--- config.mk ---
export PLATFORM = sky130hd
export DESIGN_NAME = spi_arb
export DESIGN_NICKNAME = d
export VERILOG_FILES = /design/src/rtl/spi_arb.sv
export SDC_FILE = /design/constraint.sdc
export NUM_CORES = 1
export LEC_CHECK = 0
export BUFFER_PORTS_ARGS = -buffer_cell sky130_fd_sc_hd__buf_2
export CAP_MARGIN = 20
export CORE_AREA = 2 2 100 63
export DETAILED_ROUTE_END_ITERATION = 16
export DIE_AREA = 0 0 102 65
export PLACE_DENSITY = 0.93
export SETUP_SLACK_MARGIN = 0.05
export SLEW_MARGIN = 40
export SYNTH_ARGS = -nofsm -noshare
export SYNTH_HDL_FRONTEND = slang
export SYNTH_SLANG_ARGS = --single-unit
--- constraint.sdc ---
create_clock -name clk -period 3.9 [get_ports clk]
set_input_delay 0.195 -clock clk [delete_from_list [all_inputs] [get_ports clk]]
set_output_delay 0.195 -clock clk [all_outputs]
set_load 0.01 [all_outputs]
--- src/rtl/spi_arb.sv ---
// Shares one SPI transaction engine between the inertial and A2D requesters.
// Inertial has priority, A2D is forced after STARVE_LIM inertial wins, and a watchdog ends hung transfers.
module spi_arb #(
    parameter int STARVE_LIM = 3,
    parameter int TIMEOUT    = 1024
) (
    input  logic        clk,
    input  logic        rst,
    input  logic        inert_req,
    input  logic [15:0] inert_cmd,
    output logic        inert_gnt,
    output logic        inert_done,
    output logic [15:0] inert_resp,
    input  logic        a2d_req,
    input  logic [15:0] a2d_cmd,
    output logic        a2d_gnt,
    output logic        a2d_done,
    output logic [15:0] a2d_resp,
    output logic        err,
    output logic        sel,
    output logic        spi_wrt,
    output logic [15:0] spi_cmd,
    input  logic        spi_done,
    input  logic [15:0] spi_resp
);

    localparam logic [1:0] STARVE_MAX = 2'(STARVE_LIM);
    localparam logic [9:0] WD_LAST    = 10'(TIMEOUT - 1);

    typedef enum logic [1:0] {IDLE, ISSUE, BUSY, RESP} state_t;

    state_t      state;
    state_t      state_next;
    logic [1:0]  starve_cnt;
    logic [9:0]  wd_cnt;
    logic        pick_a2d;
    logic        launch;
    logic        finish;
    logic        timeout;

    always_ff @(posedge clk) begin
        if (rst)
            state <= IDLE;
        else
            state <= state_next;
    end

    always_comb begin
        state_next = state;
        launch     = 1'b0;
        finish     = 1'b0;
        timeout    = 1'b0;
        pick_a2d   = a2d_req && (!inert_req || starve_cnt == STARVE_MAX);
        case (state)
            IDLE: begin
                if (inert_req || a2d_req) begin
                    launch     = 1'b1;
                    state_next = ISSUE;
                end
            end
            ISSUE: state_next = BUSY;
            BUSY: begin
                // A real completion on the last watchdog cycle still wins over the abort.
                if (spi_done) begin
                    finish     = 1'b1;
                    state_next = RESP;
                end else if (wd_cnt == WD_LAST) begin
                    finish     = 1'b1;
                    timeout    = 1'b1;
                    state_next = RESP;
                end
            end
            RESP: state_next = IDLE;
            default: state_next = IDLE;
        endcase
    end

    // sel doubles as the owner of the current transaction.
    always_ff @(posedge clk) begin
        if (rst) begin
            inert_gnt  <= 1'b0;
            inert_done <= 1'b0;
            inert_resp <= 16'h0000;
            a2d_gnt    <= 1'b0;
            a2d_done   <= 1'b0;
            a2d_resp   <= 16'h0000;
            err        <= 1'b0;
            sel        <= 1'b0;
            spi_wrt    <= 1'b0;
            spi_cmd    <= 16'h0000;
            starve_cnt <= 2'd0;
            wd_cnt     <= 10'd0;
        end else begin
            spi_wrt    <= launch;
            inert_done <= finish && !sel;
            a2d_done   <= finish && sel;
            err        <= timeout;
            wd_cnt     <= (state == BUSY) ? wd_cnt + 10'd1 : 10'd0;

            if (launch) begin
                sel       <= pick_a2d;
                spi_cmd   <= pick_a2d ? a2d_cmd : inert_cmd;
                inert_gnt <= !pick_a2d;
                a2d_gnt   <= pick_a2d;
                if (pick_a2d)
                    starve_cnt <= 2'd0;
                else if (a2d_req && starve_cnt != STARVE_MAX)
                    starve_cnt <= starve_cnt + 2'd1;
            end

            if (state == RESP) begin
                inert_gnt <= 1'b0;
                a2d_gnt   <= 1'b0;
            end

            if (finish) begin
                if (sel)
                    a2d_resp <= timeout ? 16'hFFFF : spi_resp;
                else
                    inert_resp <= timeout ? 16'hFFFF : spi_resp;
            end
        end
    end

endmodule

==> results of run 1 <==
==> layout by cell type, fill, tap and decap left out, types with 7 or more instances in the layout <==
master                       n
sky130_fd_sc_hd__and2b_2     7
sky130_fd_sc_hd__nor2_1     31
sky130_fd_sc_hd__a21oi_1    34
sky130_fd_sc_hd__dfxtp_1    69
sky130_fd_sc_hd__buf_2     106
sky130_fd_sc_hd__nand3_1    18
sky130_fd_sc_hd__nor2b_1     8
sky130_fd_sc_hd__o21a_1     32
sky130_fd_sc_hd__a311oi_1   16
sky130_fd_sc_hd__nand2_1    24
sky130_fd_sc_hd__clkbuf_8   10
==> critical path: stages (launching register included) <==
cell and delay [ns]:
sky130_fd_sc_hd__dfxtp_1 0.31, sky130_fd_sc_hd__inv_1 0.12, sky130_fd_sc_hd__ha_1 0.63, sky130_fd_sc_hd__nor3b_4 0.73, sky130_fd_sc_hd__o21a_1 0.19
==> final timing paths <==
path,startpoint,endpoint,cells past startpoint
setup / recovery,state[0],inert_resp[15],4
hold / removal,inert_cmd[9],spi_cmd[9],3
setup reg to reg,state[0],inert_resp[15],4
hold reg to reg,wd_cnt[0],wd_cnt[0],1
==> area by class of cell <==
cell class,instances,area share (%)
tap,84,2.94
inverter,3,0.314
sequential,69,38.6
multi-input combinational,217,38.4
timing repair buffer,107,15.0
clock buffer,12,4.05
clock inverter,4,0.664
==> per-layer routing <==
| layer | wire (um) | global-route usage [%] | up-vias |
|---|---|---|---|
| met5 | 0 | 0 | - |
| met4 | 40 | 5.67 | 0 |
| met2 | 2950 | 34.5 | 98 |
| li1 | - | - | 1286 |
| met1 | 2990 | 25.9 | 1162 |
| met3 | 459 | 7.87 | 4 |
==> state kept, by name, summed over array words and instances, names as in the netlist <==
register / flops
starve_cnt: 2
inert_gnt: 1
sel: 1
inert_done: 1
state: 2
inert_resp: 16
err: 1
a2d_resp: 16
spi_cmd: 16
spi_wrt: 1
wd_cnt: 10
a2d_done: 1
a2d_gnt: 1
==> metrics by stage <==
stage	hold WS, ns	utilization, %	std cells	worst slack (ns)
2_1_floorplan	0.272	-	313	2.40
3_3_place_gp	0.424	58.3	480	1.93
3_5_place_dp	0.428	58.5	480	1.85
4_1_cts	0.106	61.4	496	1.84
5_1_grt	0.114	61.4	496	1.62
6_report	0.122	61.4	496	1.86
==> power by group through the flow <==
stage	logic (uW)	registers [uW]	clock network, uW
2_1_floorplan	351	940	0
3_3_place_gp	553	895	0
3_5_place_dp	584	896	0
4_1_cts	584	883	512
5_1_grt	652	897	543
6_report	578	883	493
==> logic make-up (layout without fill, tap and decap cells) <==
logic type	Yosys count	count (layout)
and+or+nand+nor	112	112
AOI/OAI and AO/OA	90	90
DFF	69	69
buffers and inverters	27	126
xor gates and xnor gates	8	8
adders and majority gates	6	6
muxes	1	1
==> run_summary.xml, run 1 <==
<?xml version="1.0" encoding="UTF-8"?>
<metrics>
  <group name="cts">
    <metric name="clockRootBuffer" unit="">sky130_fd_sc_hd__clkbuf_8</metric>
    <metric name="cts.repair.resized" unit="">0</metric>
    <metric name="clock_latency" unit="ns">0.33</metric>
    <metric name="tritoncts" unit="">yes</metric>
    <metric name="worst_setup_hold_path_clk_slew" unit="ns">0.07</metric>
    <metric name="cts_made_buffers" unit="">9</metric>
    <metric name="cts-root-to-sink-buffers" unit="">2</metric>
    <metric name="maximum_level_of_the_cts_h_tree" unit="">3</metric>
    <metric name="hold_bufs_inserted_after_cts" unit="">0</metric>
    <metric name="cts_sinks" unit="">69</metric>
    <metric name="cts_setup_buffers" unit="">0</metric>
  </group>
  <group name="synthesis">
    <metric name="post-synth-top-count-cell" unit="">sky130_fd_sc_hd__dfxtp_1</metric>
    <metric name="yosys-top-cells-area" unit="">sky130_fd_sc_hd__dfxtp_1, sky130_fd_sc_hd__o21a_1, sky130_fd_sc_hd__a21oi_1, sky130_fd_sc_hd__a311oi_1, sky130_fd_sc_hd__nor2_1</metric>
    <metric name="post_synth_and_or_nand_nor_area_fraction" unit="%">20.3</metric>
    <metric name="synth_top_family_by_area" unit="">compound AO/OA/AOI/OAI gates</metric>
    <metric name="synth-main-ff-cell" unit="">sky130_fd_sc_hd__dfxtp_1</metric>
    <metric name="netlist_top_cells_count" unit="">sky130_fd_sc_hd__dfxtp_1, sky130_fd_sc_hd__a21oi_1, sky130_fd_sc_hd__o21a_1</metric>
    <metric name="post_synth_inst_count" unit="">313</metric>
    <metric name="synthAdderAreaFrac" unit="%">2.61</metric>
    <metric name="synth_xor_area_share" unit="%">2.44</metric>
    <metric name="synth.avg_cell_area" unit="um2">9.19</metric>
    <metric name="synth_largest_area_cell" unit="">sky130_fd_sc_hd__dfxtp_1</metric>
    <metric name="netlist.area_leader.share" unit="%">48.0</metric>
    <metric name="postSynthRegisterBits" unit="">69</metric>
    <metric name="synth_compound_gate_area_share" unit="%">21.8</metric>
    <metric name="synth_warnings" unit="">0</metric>
    <metric name="muxShareOfSynthArea" unit="%">0.348</metric>
    <metric name="synth_area" unit="um2">2880</metric>
    <metric name="synth_sequential_area_ratio" unit="%">48.0</metric>
    <metric name="yosys.cell_types.count" unit="">40</metric>
    <metric name="synth-async-reset-ratio" unit="%">0</metric>
    <metric name="mappedNetlistNets" unit="">372</metric>
    <metric name="synth_edf_count" unit="">0</metric>
  </group>
  <group name="cells_and_area">
    <metric name="layout-area-overhead-vs-synth" unit="%">24.5</metric>
    <metric name="fillCellCount" unit="">524</metric>
    <metric name="drive_gt1_share" unit="%">33.5</metric>
    <metric name="postLayoutCellArea" unit="um2">3580</metric>
    <metric name="diodes" unit="">0</metric>
    <metric name="sequential_cell_area" unit="um2">1380</metric>
    <metric name="multi_input_area" unit="um2">1380</metric>
    <metric name="layout.nets" unit="">466</metric>
  </group>
  <group name="place">
    <metric name="number_of_buffer_cells_added_on_primary_ports" unit="">107</metric>
    <metric name="post-dp-hpwl" unit="mm">4.61</metric>
    <metric name="place_congestion" unit="">0.754</metric>
    <metric name="post_dp_cell_area" unit="um2">3410</metric>
  </group>
  <group name="critical_path">
    <metric name="crit_required" unit="ns">4.17</metric>
    <metric name="crit_type" unit="">flop to flop</metric>
    <metric name="timing.critical_path.to_type" unit="">flop</metric>
    <metric name="critical_path_arrival" unit="ns">2.30</metric>
    <metric name="reg2reg_slack" unit="ns">1.86</metric>
    <metric name="worst_setup_path_start_kind" unit="">flop</metric>
    <metric name="cp_max_fo" unit="">21</metric>
  </group>
  <group name="sta">
    <metric name="grt_setup_unrepaired" unit="">false</metric>
    <metric name="maxSlewViolCount" unit="">0</metric>
    <metric name="final_period_minus_worst_setup_slack" unit="ns">2.04</metric>
    <metric name="setup_viol" unit="">0</metric>
    <metric name="fin_tns_setup" unit="ns">0</metric>
    <metric name="finalHoldViolCount" unit="">0</metric>
    <metric name="timing.clock.skew" unit="ns">0.00684</metric>
    <metric name="max-slew-margin-rel" unit="%">52.0</metric>
    <metric name="worst-slew-pin-transition" unit="ns">0.720</metric>
    <metric name="share_of_the_clock_period_used_by_the_worst_path_after_layout" unit="%">52.3</metric>
    <metric name="timing.fmax" unit="GHz">0.491</metric>
  </group>
  <group name="drt">
    <metric name="dr_total_vias" unit="">2550</metric>
    <metric name="post_drt_via_cell_ratio" unit="">5.14</metric>
    <metric name="final_wirelength" unit="mm">6.44</metric>
    <metric name="avgRoutedWirePerCell" unit="um">13.0</metric>
    <metric name="drc" unit="">0</metric>
    <metric name="drt_pass1_iterations" unit="">5</metric>
    <metric name="drt_iter0_markers" unit="">130</metric>
    <metric name="final_antenna_net_count" unit="">0</metric>
  </group>
  <group name="power">
    <metric name="sequentialPowerShare" unit="%">45.2</metric>
    <metric name="internal_power" unit="uW">1310</metric>
    <metric name="p_sw" unit="uW">643</metric>
    <metric name="worst_ir_drop_vdd" unit="uV">266</metric>
    <metric name="power.density" unit="nW/um2">546</metric>
    <metric name="design_power_total" unit="uW">1950</metric>
    <metric name="p_comb_share" unit="%">29.6</metric>
    <metric name="swShare" unit="%">32.9</metric>
    <metric name="clock_power_share" unit="%">25.2</metric>
    <metric name="cellLeakagePower" unit="uW">0.00165</metric>
  </group>
  <group name="floorplanning">
    <metric name="start_util" unit="%">49.3</metric>
    <metric name="core" unit="um2">5840</metric>
    <metric name="die_height" unit="um">65</metric>
    <metric name="floorplan.io_pins" unit="">108</metric>
    <metric name="rows" unit="">22</metric>
    <metric name="chip_width" unit="um">102</metric>
    <metric name="design.die.area" unit="um2">6630</metric>
  </group>
  <group name="grt">
    <metric name="grt_overflow" unit="">0</metric>
    <metric name="grt_pass1_vias" unit="">2432</metric>
    <metric name="maximum_number_of_pins_on_one_net_before_global_route_repair" unit="">59</metric>
    <metric name="number_of_antenna_violations_at_the_first_check_in_global_routing" unit="">0</metric>
    <metric name="overall_track_demand_over_capacity_in_global_routing" unit="%">21.0</metric>
    <metric name="first_pass_grt_wire_length" unit="mm">11.0</metric>
  </group>
  <group name="worst_hold_path">
    <metric name="worstHoldPathType" unit="">input port to flop</metric>
  </group>
  <group name="job">
    <metric name="max_cap_viol_count" unit="">0</metric>
  </group>
  <group name="run_status">
    <metric name="status" unit="">completed</metric>
  </group>
</metrics>
(Power assumes the default switching activity.)
==> run 2: changes to the inputs <==
- ABC_AREA: default -> 1
- CORE_AREA: 2 2 100 63 -> 2 2 113 71
- DIE_AREA: 0 0 102 65 -> 0 0 115 73
- PLACE_DENSITY: 0.93 -> 0.85
- clock period: 3.9 -> 1.8 ns (I/O delays scaled with it)
==> run 2 against run 1 <==
Net effect: register-to-register slack worse by 1.6 ns; critical path type unchanged; power rose to 2.7 times the previous value; largest power group unchanged; global-route usage down 1.0 points.
==> run_summary.xml, run 2 <==
<?xml version="1.0" encoding="UTF-8"?>
<metrics>
  <group name="floorplanning">
    <metric name="chip_width" unit="um">115</metric>
    <metric name="rows" unit="">25</metric>
    <metric name="design.die.area" unit="um2">8400</metric>
    <metric name="core" unit="um2">7510</metric>
    <metric name="floorplan.io_pins" unit="">108</metric>
    <metric name="die_height" unit="um">73</metric>
    <metric name="start_util" unit="%">42.8</metric>
  </group>
  <group name="power">
    <metric name="design_power_total" unit="uW">5190</metric>
    <metric name="worst_ir_drop_vdd" unit="uV">514</metric>
    <metric name="power.density" unit="nW/um2">1250</metric>
    <metric name="cellLeakagePower" unit="uW">0.00190</metric>
  </group>
  <group name="cells_and_area">
    <metric name="diodes" unit="">0</metric>
    <metric name="most_frequent_standard_cell_in_the_layout_excluding_fill_and_tap_cells" unit="">sky130_fd_sc_hd__buf_2</metric>
    <metric name="layout.cells.most_common_list" unit="">sky130_fd_sc_hd__buf_2, sky130_fd_sc_hd__nand2_1, sky130_fd_sc_hd__inv_1</metric>
    <metric name="layout-area-overhead-vs-synth" unit="%">29.1</metric>
    <metric name="reg.largest.list" unit="">a2d_resp x16, inert_resp x16, spi_cmd x16</metric>
    <metric name="finalCoreUtilization" unit="%">55.3</metric>
    <metric name="fillCellCount" unit="">647</metric>
    <metric name="drive_gt1_share" unit="%">31.7</metric>
    <metric name="layout.nets" unit="">575</metric>
  </group>
  <group name="sta">
    <metric name="fin_tns_setup" unit="ns">0</metric>
    <metric name="share_of_the_clock_period_used_by_the_worst_path_after_layout" unit="%">87.7</metric>
    <metric name="grt_setup_unrepaired" unit="">false</metric>
    <metric name="maxSlewViolCount" unit="">0</metric>
    <metric name="max-slew-margin-rel" unit="%">61.2</metric>
    <metric name="final_period_minus_worst_setup_slack" unit="ns">1.58</metric>
    <metric name="timing.clock.skew" unit="ns">0.0105</metric>
    <metric name="worst-slew-pin-transition" unit="ns">0.583</metric>
    <metric name="timing.hold.ws" unit="ns">0.00904</metric>
    <metric name="setup_viol" unit="">0</metric>
    <metric name="timing.fmax" unit="GHz">0.634</metric>
    <metric name="finalHoldViolCount" unit="">0</metric>
  </group>
  <group name="critical_path">
    <metric name="crit_family" unit="">simple AND/OR/NAND/NOR gates</metric>
    <metric name="reg2reg_depth" unit="">7</metric>
    <metric name="critical_path_arrival" unit="ns">1.84</metric>
    <metric name="cp_slowest_stage_delay" unit="ns">0.36</metric>
    <metric name="reg2reg_from" unit="">wd_cnt[0]</metric>
    <metric name="worst_setup_path_start_kind" unit="">flop</metric>
    <metric name="timing.critical_path.to_type" unit="">flop</metric>
    <metric name="reg2reg_slack" unit="ns">0.22</metric>
    <metric name="path_common_cell" unit="">sky130_fd_sc_hd__nand3_4</metric>
    <metric name="timing.critical_path.buf_inv" unit="">0</metric>
    <metric name="critical_path.slowest_cell" unit="">sky130_fd_sc_hd__dfxtp_1</metric>
    <metric name="cp_max_fo" unit="">17</metric>
    <metric name="worstPathCellList" unit="">ha_1 &gt; nand2_2 &gt; nor2_4 &gt; nand3_4 &gt; nand2_4 &gt; nand3_4 &gt; a21oi_1</metric>
    <metric name="crit_required" unit="ns">2.06</metric>
    <metric name="reg_to_reg_critical_path_endpoint" unit="">a2d_resp[3]</metric>
    <metric name="crit_type" unit="">flop to flop</metric>
  </group>
  <group name="synthesis">
    <metric name="synth_largest_area_cell" unit="">sky130_fd_sc_hd__dfxtp_1</metric>
    <metric name="synth_warnings" unit="">0</metric>
    <metric name="mappedNetlistNets" unit="">470</metric>
    <metric name="synth_area" unit="um2">3210</metric>
    <metric name="yosys.cell_types.count" unit="">29</metric>
    <metric name="netlist.area_leader.share" unit="%">43.0</metric>
    <metric name="yosys-top-cells-area" unit="">sky130_fd_sc_hd__dfxtp_1, sky130_fd_sc_hd__nand2_1, sky130_fd_sc_hd__inv_1, sky130_fd_sc_hd__nand4_1, sky130_fd_sc_hd__a21oi_4</metric>
    <metric name="postSynthRegisterBits" unit="">69</metric>
    <metric name="synth_edf_count" unit="">0</metric>
    <metric name="post_synth_inst_count" unit="">411</metric>
    <metric name="netlist_top_cells_count" unit="">sky130_fd_sc_hd__nand2_1, sky130_fd_sc_hd__inv_1, sky130_fd_sc_hd__dfxtp_1</metric>
    <metric name="post-synth-top-count-cell" unit="">sky130_fd_sc_hd__nand2_1</metric>
    <metric name="synth_sequential_area_ratio" unit="%">43.0</metric>
    <metric name="synth-main-ff-cell" unit="">sky130_fd_sc_hd__dfxtp_1</metric>
    <metric name="synth-async-reset-ratio" unit="%">0</metric>
    <metric name="synth.avg_cell_area" unit="um2">7.82</metric>
  </group>
  <group name="cts">
    <metric name="clock_latency" unit="ns">0.34</metric>
    <metric name="cts-root-to-sink-buffers" unit="">2</metric>
    <metric name="clockRootBuffer" unit="">sky130_fd_sc_hd__clkbuf_16</metric>
    <metric name="cts_made_buffers" unit="">9</metric>
    <metric name="cts_sinks" unit="">69</metric>
    <metric name="tritoncts" unit="">yes</metric>
    <metric name="maximum_level_of_the_cts_h_tree" unit="">3</metric>
    <metric name="worst_setup_hold_path_clk_slew" unit="ns">0.06</metric>
  </group>
  <group name="grt">
    <metric name="overall_track_demand_over_capacity_in_global_routing" unit="%">19.9</metric>
    <metric name="grt_overflow" unit="">0</metric>
    <metric name="number_of_antenna_violations_at_the_first_check_in_global_routing" unit="">0</metric>
    <metric name="maximum_number_of_pins_on_one_net_before_global_route_repair" unit="">37</metric>
    <metric name="grt_pass1_vias" unit="">2820</metric>
    <metric name="first_pass_grt_wire_length" unit="mm">13.1</metric>
  </group>
  <group name="drt">
    <metric name="drt_pass1_iterations" unit="">6</metric>
    <metric name="final_wirelength" unit="mm">8.68</metric>
    <metric name="drt_iter0_markers" unit="">238</metric>
    <metric name="avgRoutedWirePerCell" unit="um">14.1</metric>
    <metric name="drc" unit="">0</metric>
    <metric name="final_antenna_net_count" unit="">0</metric>
    <metric name="dr_total_vias" unit="">3185</metric>
    <metric name="post_drt_via_cell_ratio" unit="">5.18</metric>
  </group>
  <group name="place">
    <metric name="post-dp-hpwl" unit="mm">5.99</metric>
    <metric name="place_congestion" unit="">0.876</metric>
    <metric name="number_of_buffer_cells_added_on_primary_ports" unit="">107</metric>
  </group>
  <group name="worst_hold_path">
    <metric name="worstHoldEndpoint" unit="">spi_cmd[5]</metric>
    <metric name="timing.hold.worst_path_depth" unit="">3</metric>
    <metric name="hp-start" unit="">inert_cmd[5]</metric>
    <metric name="worstHoldPathType" unit="">input port to flop</metric>
  </group>
  <group name="job">
    <metric name="max_cap_viol_count" unit="">0</metric>
  </group>
  <group name="run_status">
    <metric name="status" unit="">completed</metric>
  </group>
</metrics>
-- run 2: changes by cell type after synthesis, moves of 12 or more --
cell,previous run,this run
sky130_fd_sc_hd__inv_1,3,73
sky130_fd_sc_hd__nand4_1,2,35
sky130_fd_sc_hd__o21a_1,32,0
sky130_fd_sc_hd__nand3_1,18,6
sky130_fd_sc_hd__a311oi_1,16,0
sky130_fd_sc_hd__nor2_1,31,16
sky130_fd_sc_hd__o21ai_0,2,20
sky130_fd_sc_hd__a31oi_1,0,16
sky130_fd_sc_hd__nand2_1,24,83
-- run 2: cell families after synthesis --
kind of cell	Yosys count	share of synthesized area [%]
simple gates	155	23.8
flops	69	43.0
fa+ha+maj	6	2.34
compound gates	81	17.8
buf+inv	100	13.1
-- run 2: per-layer routing --
metal  wire length, um  vias to the layer above  global-route usage, %
met4               207                        0                   6.69
li1                  -                     1541                      -
met3               736                       30                   7.06
met1              3750                     1454                   25.4
met5                 0                        -                      0
met2              3980                      160                   31.6
-- run 2: report_power, final --
part / switching (uW) / internal, uW
combinational: 955 / 605
sequential: 135 / 1790
clock: 734 / 963
total: 1830 / 3360
-- run 2: worst max path at each step --
| stage | startpoint | end | cells past startpoint |
|---|---|---|---|
| floorplan | wd_cnt[0] | inert_resp[10] | 8 |
| global placement | wd_cnt[0] | inert_resp[15] | 7 |
| detailed placement | wd_cnt[0] | inert_resp[2] | 7 |
| CTS | wd_cnt[0] | inert_resp[2] | 7 |
| global route | state[0] | spi_cmd[11] | 7 |
| finish | wd_cnt[0] | a2d_resp[3] | 7 |
-- run 2: final cells by class --
class / count / area [um2] / area share [%]
clock inverters: 7 / 62.6 / 1.51
well taps: 94 / 118 / 2.83
repair buffers: 118 / 663 / 16.0
inverters: 76 / 285 / 6.87
multi-input cells: 242 / 1420 / 34.1
clock buffers: 9 / 225 / 5.43
flip-flops and latches: 69 / 1380 / 33.3
-- run 2: what timing repair did --
action,4_1_cts,5_1_grt
hold buffers,3,0
endpoints found under the setup margin,0,11
gates resized for setup,0,1
hold endpoints to repair,3,0
setup buffers,0,1
-- run 2: metrics by stage --
stage | cells | setup WS (ns) | cell area [um2]
after floorplan | 411 | 0.451 | 3210
after global placement | 595 | 0.263 | 3810
after detailed placement | 595 | 0.160 | 3810
after CTS | 614 | 0.122 | 4130
after global routing | 615 | 0.120 | 4150
final | 615 | 0.222 | 4150
-- run 2: worst register-to-register path: cells and delay by family, from the launching register on --
kind / cells / cell delay [ns]
compound gates: 1 / 0.24
flops: 1 / 0.36
simple gates: 5 / 0.70
fa+ha+maj: 1 / 0.21
==> run 3: changes to the inputs <==
- BUFFER_PORTS_ARGS: -buffer_cell sky130_fd_sc_hd__buf_2 -> default
- CORE_AREA: 2 2 113 71 -> 2 2 100 64
- DIE_AREA: 0 0 115 73 -> 0 0 102 66
- DONT_BUFFER_PORTS: default -> 1
==> run 3 against run 2 <==
Net effect: non-clock buffer count decreased by 74; cell area decreased by 8.1%; via count decreased by 9.0%; utilization increased by 10 points; count of clock-buffer cells in the layout increased by 1; global-route usage increased by 5.6 points; worst setup slack got worse by 0.060 ns; critical path depth unchanged; highest routed layer unchanged.
==> run_summary.xml, run 3 (synthesis results as in run 2) <==
<?xml version="1.0" encoding="UTF-8"?>
<metrics>
  <group name="power">
    <metric name="design_power_total" unit="uW">4470</metric>
    <metric name="internal_power" unit="uW">2800</metric>
    <metric name="worst_ir_drop_vdd" unit="uV">781</metric>
    <metric name="clock_power_share" unit="%">26.2</metric>
    <metric name="p_comb_share" unit="%">27.0</metric>
    <metric name="power.density" unit="nW/um2">1170</metric>
    <metric name="p_sw" unit="uW">1670</metric>
    <metric name="sequentialPowerShare" unit="%">46.8</metric>
    <metric name="swShare" unit="%">37.3</metric>
    <metric name="cellLeakagePower" unit="uW">0.00148</metric>
  </group>
  <group name="job">
    <metric name="max_cap_viol_count" unit="">0</metric>
  </group>
  <group name="floorplanning">
    <metric name="rows" unit="">22</metric>
    <metric name="design.die.area" unit="um2">6730</metric>
    <metric name="start_util" unit="%">55.1</metric>
    <metric name="die_height" unit="um">66</metric>
    <metric name="chip_width" unit="um">102</metric>
    <metric name="floorplan.io_pins" unit="">108</metric>
    <metric name="core" unit="um2">5840</metric>
  </group>
  <group name="cts">
    <metric name="cts_setup_buffers" unit="">0</metric>
    <metric name="worst_setup_hold_path_clk_slew" unit="ns">0.07</metric>
    <metric name="maximum_level_of_the_cts_h_tree" unit="">3</metric>
    <metric name="clock_latency" unit="ns">0.35</metric>
    <metric name="cts_made_buffers" unit="">9</metric>
    <metric name="cts-root-to-sink-buffers" unit="">2</metric>
    <metric name="cts_sinks" unit="">69</metric>
    <metric name="tritoncts" unit="">yes</metric>
    <metric name="clockRootBuffer" unit="">sky130_fd_sc_hd__clkbuf_8</metric>
  </group>
  <group name="critical_path">
    <metric name="critical_path_arrival" unit="ns">1.91</metric>
    <metric name="worstPathCellList" unit="">ha_1 &gt; nand2_2 &gt; nor2_4 &gt; nand3_4 &gt; nand2_4 &gt; nand3_4 &gt; a21oi_1</metric>
    <metric name="crit_type" unit="">flop to flop</metric>
    <metric name="timing.critical_path.to_type" unit="">flop</metric>
    <metric name="worst_setup_path_start_kind" unit="">flop</metric>
    <metric name="crit_required" unit="ns">2.08</metric>
    <metric name="critical_path.slowest_cell" unit="">sky130_fd_sc_hd__dfxtp_1</metric>
    <metric name="path_common_cell" unit="">sky130_fd_sc_hd__nand3_4</metric>
    <metric name="crit_family" unit="">simple AND/OR/NAND/NOR gates</metric>
    <metric name="cp_slowest_stage_delay" unit="ns">0.36</metric>
    <metric name="cp_max_fo" unit="">17</metric>
    <metric name="timing.critical_path.buf_inv" unit="">0</metric>
  </group>
  <group name="drt">
    <metric name="post_drt_via_cell_ratio" unit="">5.46</metric>
    <metric name="final_wirelength" unit="mm">8.35</metric>
    <metric name="drt_pass1_iterations" unit="">6</metric>
    <metric name="drt_iter0_markers" unit="">253</metric>
    <metric name="final_antenna_net_count" unit="">0</metric>
    <metric name="dr_total_vias" unit="">2897</metric>
    <metric name="avgRoutedWirePerCell" unit="um">15.7</metric>
    <metric name="drc" unit="">0</metric>
  </group>
  <group name="grt">
    <metric name="number_of_antenna_violations_at_the_first_check_in_global_routing" unit="">0</metric>
    <metric name="maximum_number_of_pins_on_one_net_before_global_route_repair" unit="">38</metric>
    <metric name="grt_pass1_vias" unit="">2773</metric>
    <metric name="overall_track_demand_over_capacity_in_global_routing" unit="%">25.6</metric>
    <metric name="first_pass_grt_wire_length" unit="mm">13.2</metric>
    <metric name="grt_overflow" unit="">0</metric>
  </group>
  <group name="cells_and_area">
    <metric name="fillCellCount" unit="">443</metric>
    <metric name="drive_gt1_share" unit="%">13.0</metric>
    <metric name="sequential_cell_area" unit="um2">1380</metric>
    <metric name="reg.largest.list" unit="">a2d_resp x16, inert_resp x16, spi_cmd x16</metric>
    <metric name="final_cell_count_without_fillers" unit="">531</metric>
    <metric name="layout-area-overhead-vs-synth" unit="%">18.6</metric>
    <metric name="layout.nets" unit="">501</metric>
    <metric name="layout.cells.most_common_list" unit="">sky130_fd_sc_hd__nand2_1, sky130_fd_sc_hd__inv_1, sky130_fd_sc_hd__dfxtp_1</metric>
    <metric name="most_frequent_standard_cell_in_the_layout_excluding_fill_and_tap_cells" unit="">sky130_fd_sc_hd__nand2_1</metric>
    <metric name="multi_input_area" unit="um2">1410</metric>
    <metric name="diodes" unit="">0</metric>
  </group>
  <group name="place">
    <metric name="place_congestion" unit="">0.900</metric>
    <metric name="dpl.cell_count" unit="">480</metric>
    <metric name="post-dp-hpwl" unit="mm">5.30</metric>
    <metric name="number_of_buffer_cells_added_on_primary_ports" unit="">0</metric>
    <metric name="placement.setup.worst_slack" unit="ns">0.191</metric>
  </group>
  <group name="sta">
    <metric name="timing.clock.skew" unit="ns">0.00602</metric>
    <metric name="fin_tns_setup" unit="ns">0</metric>
    <metric name="share_of_the_clock_period_used_by_the_worst_path_after_layout" unit="%">91.0</metric>
    <metric name="worst-slew-pin-transition" unit="ns">0.787</metric>
    <metric name="max-slew-margin-rel" unit="%">47.4</metric>
    <metric name="maxSlewViolCount" unit="">0</metric>
    <metric name="finalHoldViolCount" unit="">0</metric>
    <metric name="timing.fmax" unit="GHz">0.611</metric>
    <metric name="final_period_minus_worst_setup_slack" unit="ns">1.64</metric>
    <metric name="grt_setup_unrepaired" unit="">false</metric>
    <metric name="setup_viol" unit="">0</metric>
    <metric name="timing.final.ws_setup" unit="ns">0.162</metric>
  </group>
  <group name="worst_hold_path">
    <metric name="worstHoldPathType" unit="">input port to flop</metric>
  </group>
  <group name="run_status">
    <metric name="status" unit="">completed</metric>
  </group>
</metrics>
[run 3: cell types whose count changed in the layout (fill, tap and decap cells not counted), sizes merged]
| cell | before | now |
|---|---|---|
| clkbuf | 9 | 10 |
| clkinvlp | 1 | 4 |
| inv | 80 | 76 |
| buf | 115 | 9 |
| dlygate4sd3 | 3 | 35 |
[run 3: cell type report]
class | count | share of cell area [%]
clock inverter | 6 | 1.25
timing repair buffer | 44 | 11.6
clock buffer | 10 | 3.61
tap | 84 | 2.76
sequential | 69 | 36.2
inverter | 76 | 7.48
multi-input combinational | 242 | 37.1
[run 3: what timing repair did]
item                                    CTS  global route
hold buffers                             35             0
endpoints found under the hold margin    48             0
resized for setup                         0             0
endpoints found under the setup margin    0             0
[run 3: final timing paths]
path,cells after the start,slack (ns),endpoint,startpoint
max reg2reg,7,0.16,inert_resp[15],wd_cnt[0]
min,4,0.01,a2d_resp[13],spi_resp[13]
min reg2reg,1,0.45,wd_cnt[0],wd_cnt[0]
max,7,0.16,inert_resp[15],wd_cnt[0]
[run 3: worst min-delay path: stages]
cell and delay [ns]:
sky130_fd_sc_hd__inv_1 0.03, sky130_fd_sc_hd__nand4_1 0.06, sky130_fd_sc_hd__nand2_1 0.06, sky130_fd_sc_hd__a21oi_2 0.09
[run 3: layer usage]
layer	GRT usage (%)	routed length [um]
met4	9.67	224
met3	12.9	975
met2	38.2	3830
met1	31.6	3320
met5	0	0
[run 3: power groups by stage]
stage	clock (uW)	sequential (uW)	combinational [uW]
after global routing	1250	2120	1350
after detailed placement	0	2120	1110
after CTS	1180	2090	1180
after global placement	0	2110	1050
after floorplan	0	2060	908
final	1170	2090	1210
[run 3: stage by stage]
stage          instance area [um2]  hold slack, ns  utilization, %
5_1_grt                       3810          0.0176            65.3
4_1_cts                       3810         0.00294            65.3
3_5_place_dp                  3280           0.160            56.2
2_1_floorplan                 3210           0.241               -
3_3_place_gp                  3280           0.159            56.2
6_report                      3810          0.0129            65.3
